===== config.mk =====
export PLATFORM = sky130hd
export DESIGN_NAME = rem_centerlift_flat
export DESIGN_NICKNAME = d
export VERILOG_FILES = /design/src/rtl/divpoly_pkg.sv /design/src/rtl/rem_centerlift_if.sv /design/src/rtl/centerlift_core.sv /design/src/rtl/rem_centerlift.sv /design/src/flat_wrapper.sv
export SDC_FILE = /design/constraint.sdc
export NUM_CORES = 1
export LEC_CHECK = 0
export BUFFER_PORTS_ARGS = -buffer_cell sky130_fd_sc_hd__buf_2
export CAP_MARGIN = 20
export CELL_PAD_IN_SITES_DETAIL_PLACEMENT = 0
export CELL_PAD_IN_SITES_GLOBAL_PLACEMENT = 1
export CORE_UTILIZATION = 43
export DETAILED_ROUTE_END_ITERATION = 12
export PLACE_DENSITY_LB_ADDON = 0.1
export SLEW_MARGIN = 40
export SYNTH_ARGS = -nofsm -noshare
export SYNTH_HDL_FRONTEND = slang
export SYNTH_SLANG_ARGS = --single-unit

===== constraint.sdc =====
create_clock -name clk -period 4.1 [get_ports clk]
set_input_delay 1.23 -clock clk [delete_from_list [all_inputs] [get_ports clk]]
set_output_delay 1.23 -clock clk [all_outputs]
set_load 0.03 [all_outputs]

===== src/rtl/divpoly_pkg.sv =====
// divpoly_pkg: shared constants and FSM state type for the post-division stages.
package divpoly_pkg;
    localparam int N_COEF = 677;
    localparam int AW = 11;
    localparam int CW = 13;
    typedef enum logic [1:0] {IDLE, RUN, DRAIN, DONE} liftState_t;
endpackage


===== src/rtl/rem_centerlift_if.sv =====
// rem_centerlift_if: control, R-read, L-write and status bundle of rem_centerlift.
// Ports: start/modu/len (control in), mem_address_oR/mem_outputR (R read),
// mem_address_iL/mem_inputL/write_enableL (L write), degL/is_zero/busy/lift_done (status).
interface rem_centerlift_if;
    import divpoly_pkg::*;
    logic start;
    logic [11:0] modu;
    logic [AW-1:0] len;
    logic [AW-1:0] mem_address_oR;
    logic [CW-1:0] mem_outputR;
    logic [AW-1:0] mem_address_iL;
    logic [CW-1:0] mem_inputL;
    logic write_enableL;
    logic [AW-1:0] degL;
    logic is_zero;
    logic busy;
    logic lift_done;
    modport master (
        output start, modu, len, mem_outputR,
        input mem_address_oR, mem_address_iL, mem_inputL, write_enableL, degL, is_zero, busy, lift_done
    );
    modport slave (
        input start, modu, len, mem_outputR,
        output mem_address_oR, mem_address_iL, mem_inputL, write_enableL, degL, is_zero, busy, lift_done
    );
endinterface


===== src/rtl/centerlift_core.sv =====
// centerlift_core: combinational centre-lift of one coefficient c modulo odd q into signed range.
// Ports: c (unsigned coefficient), q (modulus), out (signed lifted value).
// Macro RCL_REDUCE_EN: when defined, c >= q is first reduced by one subtraction of q.
module centerlift_core
    import divpoly_pkg::*;
(
    input  logic [CW-1:0]        c,
    input  logic [11:0]          q,
    output logic signed [CW-1:0] out
);
    logic [13:0] cWide, qWide, cRed, half, diff;
    always_comb begin
        cWide = {1'b0, c};
        qWide = {2'b0, q};
`ifdef RCL_REDUCE_EN
        cRed = cWide >= qWide ? cWide - qWide : cWide;
`else
        cRed = cWide;
`endif
        half = (qWide - 14'd1) >> 1;
        diff = cRed - qWide;
        out = $signed(cRed > half ? diff[CW-1:0] : cRed[CW-1:0]);
    end
endmodule


===== src/rtl/rem_centerlift.sv =====
// rem_centerlift: streams R[0..len-1] through the centre-lift core into L, tracking degree and zero flag.
// Ports: clk, rst (async active-high), bus (rem_centerlift_if.slave: control, R read, L write, status).
// Macro RCL_REDUCE_EN: enables the single-subtraction pre-reduction inside centerlift_core.
module rem_centerlift #(
    parameter int N_COEF = 677,
    parameter int AW = 11,
    parameter int CW = 13
) (
    input logic clk,
    input logic rst,
    rem_centerlift_if.slave bus
);
    import divpoly_pkg::*;
    liftState_t state;
    logic [AW-1:0] lenQ, addr, addrD, lenSat;
    logic [11:0] modQ;
    logic rdValid;
    logic signed [CW-1:0] lifted;

    centerlift_core core (.c(bus.mem_outputR), .q(modQ), .out(lifted));

    assign bus.mem_address_oR = addr;
    assign lenSat = bus.len > AW'(N_COEF) ? AW'(N_COEF) : bus.len;

    // Pipeline: address in RUN, RAM data one cycle later (rdValid), registered write after that.
    // busy stays high through the lift_done cycle, which also blocks a start arriving with lift_done.
    always_ff @(posedge clk or posedge rst) begin
        if (rst) begin
            state <= IDLE;
            lenQ <= '0;
            addr <= '0;
            addrD <= '0;
            modQ <= '0;
            rdValid <= 1'b0;
            bus.mem_address_iL <= '0;
            bus.mem_inputL <= '0;
            bus.write_enableL <= 1'b0;
            bus.degL <= '0;
            bus.is_zero <= 1'b0;
            bus.busy <= 1'b0;
            bus.lift_done <= 1'b0;
        end else begin
            rdValid <= state == RUN;
            addrD <= addr;
            bus.write_enableL <= rdValid;
            if (rdValid) begin
                bus.mem_address_iL <= addrD;
                bus.mem_inputL <= lifted;
                if (lifted != '0) begin
                    bus.degL <= addrD;
                    bus.is_zero <= 1'b0;
                end
            end
            bus.lift_done <= state == DONE;
            if (bus.lift_done) bus.busy <= 1'b0;
            case (state)
                IDLE: if (bus.start && !bus.busy) begin
                    lenQ <= lenSat;
                    modQ <= bus.modu;
                    addr <= '0;
                    bus.degL <= '0;
                    bus.is_zero <= 1'b1;
                    bus.busy <= 1'b1;
                    state <= lenSat == '0 ? DONE : RUN;
                end
                RUN: if (addr == lenQ - 1'b1) state <= DRAIN; else addr <= addr + 1'b1;
                DRAIN: state <= DONE;
                DONE: state <= IDLE;
            endcase
        end
    end
endmodule

===== src/flat_wrapper.sv =====
// flat-port wrapper written by rule: the top's interface ports become plain ports
module rem_centerlift_flat import divpoly_pkg::*;
#(
    parameter int N_COEF = 677,
    parameter int AW = 11,
    parameter int CW = 13
)
  (clk, rst, bus_start, bus_modu, bus_len, bus_mem_outputR, bus_mem_address_oR, bus_mem_address_iL, bus_mem_inputL, bus_write_enableL, bus_degL, bus_is_zero, bus_busy, bus_lift_done);
  rem_centerlift_if bus_i ();
  input logic clk;
  input logic rst;
  input wire logic [$bits(bus_i.start)-1:0] bus_start;
  input wire logic [$bits(bus_i.modu)-1:0] bus_modu;
  input wire logic [$bits(bus_i.len)-1:0] bus_len;
  input wire logic [$bits(bus_i.mem_outputR)-1:0] bus_mem_outputR;
  output wire logic [$bits(bus_i.mem_address_oR)-1:0] bus_mem_address_oR;
  output wire logic [$bits(bus_i.mem_address_iL)-1:0] bus_mem_address_iL;
  output wire logic [$bits(bus_i.mem_inputL)-1:0] bus_mem_inputL;
  output wire logic [$bits(bus_i.write_enableL)-1:0] bus_write_enableL;
  output wire logic [$bits(bus_i.degL)-1:0] bus_degL;
  output wire logic [$bits(bus_i.is_zero)-1:0] bus_is_zero;
  output wire logic [$bits(bus_i.busy)-1:0] bus_busy;
  output wire logic [$bits(bus_i.lift_done)-1:0] bus_lift_done;
  assign bus_i.start = bus_start;
  assign bus_i.modu = bus_modu;
  assign bus_i.len = bus_len;
  assign bus_i.mem_outputR = bus_mem_outputR;
  assign bus_mem_address_oR = bus_i.mem_address_oR;
  assign bus_mem_address_iL = bus_i.mem_address_iL;
  assign bus_mem_inputL = bus_i.mem_inputL;
  assign bus_write_enableL = bus_i.write_enableL;
  assign bus_degL = bus_i.degL;
  assign bus_is_zero = bus_i.is_zero;
  assign bus_busy = bus_i.busy;
  assign bus_lift_done = bus_i.lift_done;
  rem_centerlift #(.N_COEF(N_COEF), .AW(AW), .CW(CW)) u_core (.clk(clk), .rst(rst), .bus(bus_i));
endmodule

Word level (Yosys, flattened, before mapping) --
Index checks and enable logic that the tools add are counted.
Operators by class: add/subtract/negate cells 4, multiply operators 0, div/mod/pow operators 0, order comparisons 2, eq/ne operators 7, shift-type cells 0, mux-type cells 20, bitwise logic cells 0, reduce and logical (&&, ||, !) cells 9
Operators by type and width (count):
- $mux W11 | 7
- $pmux W11 S2 | 1
- $gt A13 B13 Y1 | 1
- $mux W13 | 1
- $reduce_bool A13 Y1 | 1
- $sub A12 B1 Y13 const B | 1
- $sub A13 B12 Y13 | 1
- $add A11 B1 Y11 const B | 1
- $eq A11 B11 Y1 | 1
- $gt A11 B10 Y1 const B | 1
- $logic_not A11 Y1 | 1
- $sub A11 B1 Y11 const B | 1
- $pmux W2 S4 | 1
- $mux W1 | 7
- $mux W2 | 3
- $eq A2 B2 Y1 const B | 2
- $ne A2 B2 Y1 const B | 2
- $reduce_and A2 Y1 | 2
- $reduce_and A3 Y1 | 1
- $eq A2 B1 Y1 const B | 1
- $logic_not A2 Y1 | 1
- $ne A2 B1 Y1 const B | 1
- $reduce_bool A2 Y1 | 1
- $logic_and A1 B1 Y1 | 1
- $logic_not A1 Y1 | 1
Storage, ports and cells: register bits 87, bits in latches 0, bits in writable memories 0, bits in read-only memories 0, output and inout port bits 50, memories kept 0

Longest topological paths before layout --
depth in word-level cells 8, gate-level depth with buffers 15

Cells and area by module --
A second synthesis with hierarchy kept.
Unflattened totals: cell total of the unflattened synthesis 502, area, all modules 5138.7 um^2
By module, submodules not included:
- rem_centerlift | instances 1, cells an instance 339, area an instance 3883.7 um^2, seq. area each 2177.1 um^2
- centerlift_core | instances 1, cells an instance 163, area an instance 1255.0 um^2, seq. area each 0.0 um^2

Worst setup path before layout --
OpenSTA, ideal clock, no wires.
kind in2reg, start in bus_mem_outputR[0], end reg u_core.bus.degL[1], setup time 0.079 ns, arrival 3.650 ns, data required time 4.021 ns, slack 0.371 ns, cell stages on the path 12, path buffers 1, cells stage by stage inv_1 -> ha_1 -> fa_1 -> nor2b_1 -> o211ai_1 -> a211oi_1 -> o21bai_1 -> and3b_1 -> and3_1 -> o221ai_1 -> buf_4 -> mux2i_1
On the way: longest elaborated chain between the ends 7, elaborated cells between the ends (all ways) 8, those cells by class add/sub: 1; order compare: 1; mux: 5; reduce/logical: 1
RTL lines:
- start: declaration | line flat_wrapper.sv:15 | input wire logic [$bits(bus_i.mem_outputR)-1:0] bus_mem_outputR;
- $sub A13 B12 Y13 / $gt A13 B13 Y1 (equally long branches) | line centerlift_core.sv:21, centerlift_core.sv:22
- $mux W13 * | line centerlift_core.sv:22 | out = $signed(cRed > half ? diff[CW-1:0] : cRed[CW-1:0]);
- $reduce_bool A13 Y1 * | line rem_centerlift.sv:49 | if (lifted != '0) begin
- $mux W11 * | line rem_centerlift.sv:49
- $mux W11 * | line rem_centerlift.sv:46 | if (rdValid) begin
- $mux W11 | line rem_centerlift.sv:57 | IDLE: if (bus.start && !bus.busy) begin
- $mux W11 * | line rem_centerlift.sv:56 | case (state)
- end signal: assignment | line rem_centerlift.sv:50 | bus.degL <= addrD;
- end: declaration | line rem_centerlift_if.sv:24 | output mem_address_oR, mem_address_iL, mem_inputL, write_enableL, degL, is_zero, busy, lift_done
Mark *: on every way between the ends. The rest lies on a longest branch, timed or not. A chain may end at the register's enable or synchronous reset.

Worst setup path in the final report --
start reg u_core.modQ[2], end reg u_core.bus.degL[7]
On the way: longest elaborated chain between the ends 8, elaborated cells between the ends (all ways) 9, those cells by class add/sub: 2; order compare: 1; mux: 5; reduce/logical: 1
RTL lines:
- start: declaration | line rem_centerlift.sv:16 | logic [11:0] modQ;
- start signal: assignment | line rem_centerlift.sv:59 | modQ <= bus.modu;
- $sub A12 B1 Y13 | line centerlift_core.sv:20 | half = (qWide - 14'd1) >> 1;
- $gt A13 B13 Y1 | line centerlift_core.sv:22
- $mux W13 * | line centerlift_core.sv:22
- $reduce_bool A13 Y1 * | line rem_centerlift.sv:49
- $mux W11 * | line rem_centerlift.sv:49
- $mux W11 * | line rem_centerlift.sv:46
- $mux W11 | line rem_centerlift.sv:57
- $mux W11 * | line rem_centerlift.sv:56
Marked as above.

==> impl_metrics.yaml <==
hold_path:
  hold_class: "reg -> reg"
  hold_end: "u_core.bus.busy$_DFF_PP0_"
  holdPathStages: 1
  hold_start: "u_core.bus.lift_done$_DFF_PP0_"
outcome:
  violations: "DRC"
  outcome: "complete, but fails checks"
floorplanning:
  num_rows: 39
  dieArea_um2: 12620
  fp.coreArea_um2: 11660
  die_y_um: 112.3
  start_util_pct: 44.89
  chipWidth_um: 112.3
  num_io_pins: 89
logic_synthesis:
  syn-mean-instance-area_um2: 9.536
  yosysTopAreaCell: "dfrtp_1"
  syn-num-nets: 621
  synth.distinct_cells: 60
  synth_edf_count: 0
  yosys.area.top_type_share_pct: 41.59
  ys_warn_count: 0
  synth_common_cells: "dfrtp_1 (87), nand2_1 (62), nor2_1 (47), inv_1 (33), ha_1 (32)"
  ys.flop_type: "dfrtp_1"
  async_flop_share_pct: 100.0
  yosysSeqAreaShare_pct: 41.59
  mappedNetlistArea_um2: 5235
  synthCells: 549
  synth_most_common_cell: "dfrtp_1"
  yosys-top-cells-area: "dfrtp_1 (42%), ha_1 (7.6%), mux2_2 (5.2%)"
  synth-seq-cells: 87
clocking:
  cts_buffers: 9
  cts_tree: "yes"
  cts.path.max_buffers: 2
  h-tree-depth: 3
  clock_sinks: 87
  post_cts_buffers: 0
  ctsRootBufferMaster: "clkbuf_16"
  clock_latency_ps: 350
  cts_resized: 0
  clkTransAtPathRegs_ps: 70
  cts-hold-fix-buffers: 0
pwr:
  power_mw: 4.522
  p_per_area_nw_per_um2: 737.7
  power.leakage_nw: 2.982
  ir_worst_vdd_mv: 0.3799
critical_path:
  rrSetupSlack_ps: 290
  startpoint_type: "flop"
  cp.arrival_ps: 4080
  reg2reg_from: "u_core.modQ[2]$_DFFE_PP0P_"
  endpoint_kind: "flop"
  worstPathRequired_ps: 4370
  worstPathMaxFanout: 12
  r2r_end: "u_core.bus.degL[7]$_DFF_PP0_"
  rr_worst_depth: 14
  critPathKind: "reg -> reg"
place:
  pre_cts_ws_ps: 174.8
  dpl.hpwl_um: 9793
  io_buffers: 88
  placed_area_um2: 5847
  gp_congestion: 0.8859
routing:
  drc: 8
  drt.antenna.violating_nets: 0
  drt_wl_total_um: 12790
  drt-initial-drc-count: 270
  vias_per_cell: 5.508
  dr.pass1.iters: 8
  vias: 4302
  wire_per_inst_um: 16.37
global_route:
  grt_pass1_wl_um: 20800
  grt_usage_pct: 21.23
  antenna_found_initial: 0
  grt_pass1_vias: 4011
  grt-ovfl-total: 0
  grt_start_max_net_pins: 60
timing:
  setup_viol: 0
  worst_slack_ps: 289.6
  relSlewSlack_pct: 49.69
  setup_tns_ps: 0
  report.final.slew_viol_count: 0
  finalCritPeriodShare_pct: 92.94
  rsz0062_at_grt: "no"
  max_freq_ghz: 0.2624
  tightestPinTransition_ps: 747.9
  period_needed_ps: 3810
  finalClockSkew_ps: 9.371
  final_hold_viol_count: 0
finish:
  nNetsFinal: 705
  antenna_cells: 0
  drive_gt1_share_pct: 23.35
  area_delta_synth_final_pct: 17.09
  fillers: 1067
  design_area_um2: 6130
  regArea_um2: 2177
  multi_input_area_um2: 2859
  utilization_pct: 52.56
run:
  cap_violations: 0
==> cell type report <==
cell class	count	share of cell area, %
clock buffer	10	3.735
sequential	87	35.52
clock inverter	6	0.8777
tap	143	2.919
timing repair buffer	93	8.206
multi-input combinational	408	46.64
inverter	34	2.102
==> through the flow <==
step                      instances  hold WS [ps]
after CTS                       781         453.2
after detailed placement        765         438.1
after global placement          765         441.8
after floorplan                 549         351.9
after global routing            781         503.2
final                           781         448.8
==> cell families (layout without fill, tap and decap cells) <==
kind of cell             Yosys count  after routing  synth area share, %
AO/OA/AOI/OAI                    105            105                13.96
AND/OR/NAND/NOR                  191            191                17.45
adder cells (fa/ha/maj)           33             33                8.031
XOR/XNOR                          30             30                5.019
multiplexers                      49             49                9.943
buffers and inverters             54            143                4.015
flip-flops                        87             87                41.59
==> registers in the layout, indices dropped and copies added (netlist names) <==
register,cells
u_core.bus.mem_inputL,13
u_core.bus.lift_done,1
u_core.bus.mem_address_oR,11
u_core.bus.write_enableL,1
u_core.modQ,12
u_core.bus.busy,1
u_core.bus.degL,11
u_core.addrD,11
u_core.bus.is_zero,1
u_core.rdValid,1
u_core.lenQ,11
u_core.bus.mem_address_iL,11
u_core.state,2
==> metal layers <==
layer | vias up | share of wire, % | wire length, um | GRT usage, %
met5 | - | 0 | 0 | 0
li1 | 2127 | - | - | -
met3 | 13 | 4.3 | 546 | 3.240
met4 | 0 | 1.3 | 170 | 7.200
met2 | 102 | 43 | 5484 | 31.80
met1 | 2060 | 51 | 6584 | 31.32
==> worst max path at each step <==
stage / start / end / slack, ps / cells past startpoint
2_1_floorplan: bus_mem_outputR[0] / u_core.bus.degL[1]$_DFF_PP0_ / 370 / 12
3_3_place_gp: bus_mem_outputR[0] / u_core.bus.degL[6]$_DFF_PP0_ / 260 / 13
3_5_place_dp: bus_mem_outputR[0] / u_core.bus.degL[7]$_DFF_PP0_ / 170 / 13
4_1_cts: u_core.modQ[2]$_DFFE_PP0P_ / u_core.bus.degL[7]$_DFF_PP0_ / 280 / 14
5_1_grt: u_core.modQ[2]$_DFFE_PP0P_ / u_core.bus.degL[1]$_DFF_PP0_ / 20 / 14
6_report: u_core.modQ[2]$_DFFE_PP0P_ / u_core.bus.degL[7]$_DFF_PP0_ / 290 / 14
==> layout by cell type, fill, tap and decap left out, types with 3 or more instances in the layout <==
cell type and instances:
a211oi_1 7, and3_1 5, mux2i_1 25, nand3_1 13
mux2_2 24, o211ai_1 6, a31o_2 4, o21ai_0 25
nand2b_1 4, a21o_1 5, inv_1 32, and2_1 4
nor2b_1 6, nand2_1 62, a21oi_1 27, a211o_1 3
buf_2 88, ha_1 32, nor4_1 10, o21a_1 3
nand4_1 10, clkinv_4 3, buf_4 3, nor3_1 15
xnor2_1 21, nor2_1 47, clkbuf_16 9, dfrtp_1 87
xor2_1 9
==> power by group <==
group | switching, mW | total (mW) | internal (mW)
combinational | 1.43 | 2.37 | 0.944
sequential | 0.270 | 1.37 | 1.10
clock | 0.358 | 0.778 | 0.420
==> worst max-delay path: stages, from the launching register on <==
cell,delay (ps)
dfrtp_1,430
nor4_1,490
nand2_1,200
nor2_1,190
nand3_1,140
ha_1,320
nand4_1,160
a2111o_1,400
a31oi_2,240
buf_4,250
nand4b_1,120
xor2_1,190
o221ai_2,220
buf_12,190
mux2i_1,190
No activity file was read; power rests on OpenSTA's default activity.
